<file path="src/rtl/aes_pkg.sv">
// Shared AES datapath types: block/byte widths, the matching typedefs and the
// block serializer state encoding.
package aes_pkg;

    localparam int AES_BLOCK_W = 128;
    localparam int AES_BYTE_W  = 8;

    typedef logic [AES_BLOCK_W-1:0] aes_block_t;
    typedef logic [AES_BYTE_W-1:0]  aes_byte_t;

    typedef enum logic {
        SER_IDLE,
        SER_SEND
    } ser_state_e;

endpackage

</file>
<file path="src/rtl/aes_block_serializer.sv">
// AES block serializer: takes a whole block on a valid/ready block interface
// and streams it out as BLOCK_W/BYTE_W beats on a valid/ready byte interface.
// The last beat of one block can hand over directly to the next block, so a
// continuous supply of blocks streams with no idle cycle between them.
module aes_block_serializer
    import aes_pkg::*;
#(
    parameter int BLOCK_W   = AES_BLOCK_W,
    parameter int BYTE_W    = AES_BYTE_W,
    parameter bit MSB_FIRST = 1'b1
) (
    input  logic               clk,
    input  logic               rst_n,
    input  logic               blk_valid,
    output logic               blk_ready,
    input  logic [BLOCK_W-1:0] blk_data,
    output logic               byte_valid,
    input  logic               byte_ready,
    output logic [BYTE_W-1:0]  byte_data,
    output logic               byte_last,
    output logic               busy
);

    localparam int N_BEATS = BLOCK_W / BYTE_W;
    localparam int CNT_W   = (N_BEATS > 1) ? $clog2(N_BEATS) : 1;
    localparam logic [CNT_W-1:0] LAST_CNT = CNT_W'(N_BEATS - 1);

    ser_state_e         state_q, state_d;
    logic [CNT_W-1:0]   cnt_q, cnt_d;
    logic [BLOCK_W-1:0] shreg_q, shreg_d;

    logic last_beat;
    logic blk_hs;
    logic beat_hs;

    assign last_beat = (cnt_q == LAST_CNT);
    assign blk_hs    = blk_valid && blk_ready;
    assign beat_hs   = byte_valid && byte_ready;

    // The head of the shift register is the current beat; the register is
    // cleared in reset and after the final beat, so idle byte_data reads 0.
    assign byte_data = MSB_FIRST ? shreg_q[BLOCK_W-1 -: BYTE_W] : shreg_q[BYTE_W-1:0];

    // State register.
    always_ff @(posedge clk) begin
        // NOTE: sequential state uses non-blocking assignments so every flop
        // samples pre-edge values regardless of block ordering.
        if (!rst_n) begin
            state_q <= SER_IDLE;
        end else begin
            state_q <= state_d;
        end
    end

    // Next state: accept a block when idle; after the final beat either chain
    // straight into the next block or fall back to idle.
    always_comb begin
        // NOTE: default first so every path assigns state_d and no latch forms.
        state_d = state_q;
        case (state_q)
            SER_IDLE: if (blk_valid)                           state_d = SER_SEND;
            SER_SEND: if (beat_hs && last_beat && !blk_valid)  state_d = SER_IDLE;
            default:                                            state_d = SER_IDLE;
        endcase
    end

    // Outputs decoded from state; blk_ready opens during SEND only when the
    // final beat is being taken, so the next block can load on the same edge.
    always_comb begin
        blk_ready  = 1'b0;
        byte_valid = 1'b0;
        byte_last  = 1'b0;
        busy       = 1'b0;
        case (state_q)
            SER_IDLE: begin
                blk_ready = 1'b1;
            end
            SER_SEND: begin
                byte_valid = 1'b1;
                byte_last  = last_beat;
                busy       = 1'b1;
                blk_ready  = last_beat && byte_ready;
            end
            default: ;
        endcase
    end

    // Datapath next state: load on a block handshake, advance on a beat
    // handshake, clear after the final beat; hold while stalled.
    always_comb begin
        shreg_d = shreg_q;
        cnt_d   = cnt_q;
        if (blk_hs) begin
            shreg_d = blk_data;
            cnt_d   = '0;
        end else if (beat_hs) begin
            if (last_beat) begin
                shreg_d = '0;
                cnt_d   = '0;
            end else begin
                shreg_d = MSB_FIRST ? (shreg_q << BYTE_W) : (shreg_q >> BYTE_W);
                cnt_d   = cnt_q + 1'b1;
            end
        end
    end

    // Shift register.
    always_ff @(posedge clk) begin
        if (!rst_n) begin
            shreg_q <= '0;
        end else begin
            shreg_q <= shreg_d;
        end
    end

    // Beat counter.
    always_ff @(posedge clk) begin
        if (!rst_n) begin
            cnt_q <= '0;
        end else begin
            cnt_q <= cnt_d;
        end
    end

endmodule

</file>
<file path="config.mk">
export PLATFORM = sky130hd
export DESIGN_NAME = aes_block_serializer
export DESIGN_NICKNAME = d
export VERILOG_FILES = /design/src/rtl/aes_pkg.sv /design/src/rtl/aes_block_serializer.sv
export SDC_FILE = /design/constraint.sdc
export NUM_CORES = 1
export LEC_CHECK = 0
export BUFFER_PORTS_ARGS = -buffer_cell sky130_fd_sc_hd__buf_4
export CORE_ASPECT_RATIO = 1.2
export CORE_UTILIZATION = 60
export CTS_CLUSTER_DIAMETER = 100
export DETAILED_ROUTE_END_ITERATION = 10
export GPL_TIMING_DRIVEN = 0
export PLACE_DENSITY = 0.86
export SYNTH_ARGS = -nofsm -noshare
export SYNTH_HDL_FRONTEND = slang
export SYNTH_SLANG_ARGS = --single-unit
</file>
<file path="constraint.sdc">
create_clock -name clk -period 5.23 [get_ports clk]
set_input_delay 0.523 -clock clk [delete_from_list [all_inputs] [get_ports clk]]
set_output_delay 0.523 -clock clk [all_outputs]
set_load 0.01 [all_outputs]
</file>
# --- After elaboration in Yosys (flattened, before gate mapping) ---
# Cells that the tools add are included.
totals:
  word_cells: 25
  out_inout_bits: 12
  register_bits: 133
  in_bits: 132
op_classes:
  n_bitwise: 2
  muxes: 10
  reduce_logical: 8
  add_sub_neg: 1
  n_eq_ne: 1
ops:
  columns: ["op", "count"]
  rows:
  - ["128-bit two-way mux", 3]
  - ["1-bit logical AND", 5]
  - ["4-bit by 1-bit adder with 4-bit output, second input constant", 1]
  - ["4-bit equality test, second input constant", 1]
  - ["1-bit two-way mux", 4]
  - ["4-bit two-way mux", 1]
  - ["1-bit one-hot mux with 2 select lines", 2]
  - ["1-bit NOT", 2]
  - ["2-bit nonzero test", 1]
  - ["2-bit OR reduction", 1]
  - ["1-bit logical NOT", 1]

# --- Longest topological paths before layout ---
depth:
  ltp_word: 6
  ltp_mapped: 7

# --- Worst setup path before layout ---
# Ideal clock, no wire load.
synth_timing:
  kind: "register to output"
  from: "register cnt_q[0]"
  to: "output byte_last"
  n_path_buf: 3
  stages_incl_launch_ff: 7
  arrival_time_ns: 1.346
  slack_ns: 3.361
  cell_sequence: "dfxtp_1 > ha_1 > and3_1 > buf_2 > buf_2 > buf_2 > and2_1"
synth_via:
  elab_chain_cells: 2
synth_lines:
  columns: ["item", "line_no", "text"]
  rows:
  - ["start, declared", "aes_block_serializer.sv:29", "logic [CNT_W-1:0] cnt_q, cnt_d;"]
  - ["start signal, assigned", "aes_block_serializer.sv:121", "cnt_q <= cnt_d;"]
  - ["4-bit equality test", "aes_block_serializer.sv:36", "assign last_beat = (cnt_q == LAST_CNT);"]
  - ["1-bit two-way mux", "aes_block_serializer.sv:74", "case (state_q)"]
  - ["end, declared", "aes_block_serializer.sv:20", "output logic byte_last,"]
# Every way passes these cells.

# --- Worst setup path after layout ---
layout_timing:
  from: "register cnt_q[0]"
  to: "output blk_ready"
layout_via:
  elab_chain_cells: 3
layout_lines:
  columns: ["item", "line_no", "text"]
  rows:
  - ["4-bit equality test", "aes_block_serializer.sv:36", null]
  - ["1-bit logical AND", "aes_block_serializer.sv:82", "blk_ready = last_beat && byte_ready;"]
  - ["1-bit one-hot mux with 2 select lines", "aes_block_serializer.sv:74", null]
  - ["end, declared", "aes_block_serializer.sv:15", "output logic blk_ready,"]
# Every way passes these cells.

==> metrics <==
fin cells=1312; CTS sink cnt=133; outcome=finished, final reports clean; die footprint=12600 sq um; Worst Max-Slew Pin Slew=0.630 ns; Starting DRT DRC Count=~550; setup repair after global routing missed its margin=no; post-CTS resize count=0; crit start category=register; CP Capture Type=output pin; Final Net Count=1277; Top-Level Pins=approximately 140; Max Cap Violations=0; required time of the critical path=4.71 ns; Worst EP arrival=roughly 2.1 ns; clock buffer depth=2; Fin Setup TNS=0 ns; Clock Latency Late Sink=0.42 ns; remaining routing DRC violations=0; vias in the first global route=7076; site row count=43; initial antenna violation count=0; GRT overflow=0; area of the multi-input gates=3650 sq um; Sequential cell area=2660 sq um; Post-synth EDFFs=0; Cell Area, Placed=8520 sq um; drt wl/cell=approximately 16 microns; post-DR vias/cell=5.82; synthesized netlist cell count=approximately 980; core area=11700 sq um; Post-synth top flop=dfxtp_1; Final Cell Area=approximately 9100 sq um; Relative slew margins=58.0%; Port Buffers=141; Core Util, Final=a little under 80%; drt total wl=21000 microns; Leak=4.39 nW; Area Overhead vs Synth=24.7%; FILL cells=approximately 900; pre-CTS setup slack=between 2 and 3 ns; pin count of the biggest net entering global routing=17; Worst Path Max Fanout=10; Num CTS Buffers=17; CTS clk-pin slew, worst paths=0.06 ns; final worst path period share=just over 50%; syn nets=1117; vias after detailed routing=7637; Pins Over Slew Limit=0; Hold Vio Cnt, Final=0; setup ws final=2.57 ns; Post-CTS Setup Bufs=0; Worst Hold Class=input port to register; kind of critical path=register to output pin; Final GP Congestion=around 0.87; Final min period=2.66 ns; YS warnings=0; synthesis-stage register bit count=about 130; cts hold-fix bufs=0; Max Fclk=between 300 and 400 MHz; Avg Cell Area, Syn=~7.4 sq um; Total GRT Usage=34.1%; share of cells above drive strength 1=20.7%; post-route clock skew=between 0.006 and 0.007 ns; CTS tree=built; antenna cells=0; first-pass GRT wire length=between 30000 and 40000 microns; Synth cell types=30; H-tree level count=4; die height=123 microns; # placed instances=about 1300; Post-Syn Area=7260 sq um; register area share after synthesis=a little over a third; first-pass detailed-route iteration total=4; Post-DRT Antenna Nets=0; final setup fails=0; Die Width=between 100 and 150 microns; dpl hpwl=14600 microns; Async SR Flop Fraction=0%; CTS Root Cell=clkbuf_16; Initial Util=around 62%; Power Density=307 nW/um^2; Max VDD drop=0.000207 V
-- per-layer routing --
| layer | part of all wire (%) | track usage, % |
|---|---|---|
| met3 | 6.8 | 7.29 |
| met5 | 0 | 0 |
| met2 | 49 | 57.4 |
| met1 | 41 | 41.2 |
| met4 | 3.5 | 15.5 |
-- Yosys cell counts (all sizes together) (8+ instances only) --
cell,count,area share (%)
a32o,8,1.1
buf,62,4.7
nor3,90,6.2
inv,105,5.4
dfxtp,133,37
nand2,228,12
and3,9,0.78
a21oi,123,8.5
o311a,104,14
o31ai,16,1.7
clkbuf,58,3.0
nor3b,16,1.7
o221a,16,2.5
-- critical path: stages (launching register included) --
cell and delay, ns:
dfxtp_1 0.40, ha_1 0.25, nand4_1 0.35, buf_4 0.34
buf_2 0.19, nand2_1 0.08, buf_4 0.11
-- kinds of logic (layout without fill, tap and decap cells) --
group / count (synthesis) / count (layout) / share of synthesized area (%)
DFF: 133 / 133 / 36.7
adders and majority gates: 1 / 1 / 0.172
buffers and inverters: 225 / 396 / 13.1
muxes: 3 / 3 / 0.603
xor gates and xnor gates: 1 / 1 / 0.121
and+or+nand+nor: 351 / 351 / 21.0
AOI/OAI and AO/OA: 270 / 270 / 28.3
-- cell type report --
type                            count  area share (%)
Sequential cell                   133            29.4
Timing Repair Buffer              141            11.7
Inverter                          105            4.35
Tap cell                          157            2.17
Buffer                            120            6.16
Multi-Input combinational cell    626            40.3
Clock inverter                      4           0.221
Clock buffer                       26            5.73
-- registers in the layout, indices dropped and copies added (netlist names) --
name / cells
state_q: 1
shreg_q: 128
cnt_q: 4
-- stage by stage --
step                      hold slack [ns]  total power, mW
after CTS                           0.454             2.76
after detailed placement            0.479             1.69
after global routing                0.474             2.88
final                               0.457             2.78
after floorplan                     0.461             1.50
after global placement              0.472             1.67
-- cell usage in the layout (no fill, tap or decap) --
cell type,count
nand3_1,2
o221a_2,16
and3_1,9
o21ai_0,1
dfxtp_1,133
a21boi_0,1
nor3b_1,16
buf_2,38
nand4_1,1
nor2b_1,1
ha_1,1
inv_1,105
buf_4,155
nor2_1,1
clkbuf_8,6
and2_1,1
buf_6,1
clkinv_2,4
a211oi_1,1
a21oi_1,123
buf_1,9
nor3_1,90
o31ai_1,16
mux2_2,1
or3_1,2
mux2i_4,1
xor2_1,1
a32o_1,8
o311a_1,104
clkbuf_1,61
nand2_1,228
mux2i_1,1
clkbuf_16,17
-- final timing paths --
kind	from	endpoint	slack (ns)	depth (start not counted)
setup / recovery	cnt_q[0]	blk_ready	2.57	6
hold / removal	blk_data[1]	shreg_q[1]	0.46	3
setup reg to reg	state_q	shreg_q[25]	3.04	5
hold reg to reg	shreg_q[1]	shreg_q[1]	0.49	1
-- power by group --
group	total [mW]	leakage [nW]	switching [mW]	internal [mW]
Sequential	1.13	1.10	0.0288	1.10
Clock	1.09	0.272	0.421	0.673
Combinational	0.552	3.02	0.303	0.249
Total	2.78	4.39	0.753	2.03
(Power assumes the default switching activity.)
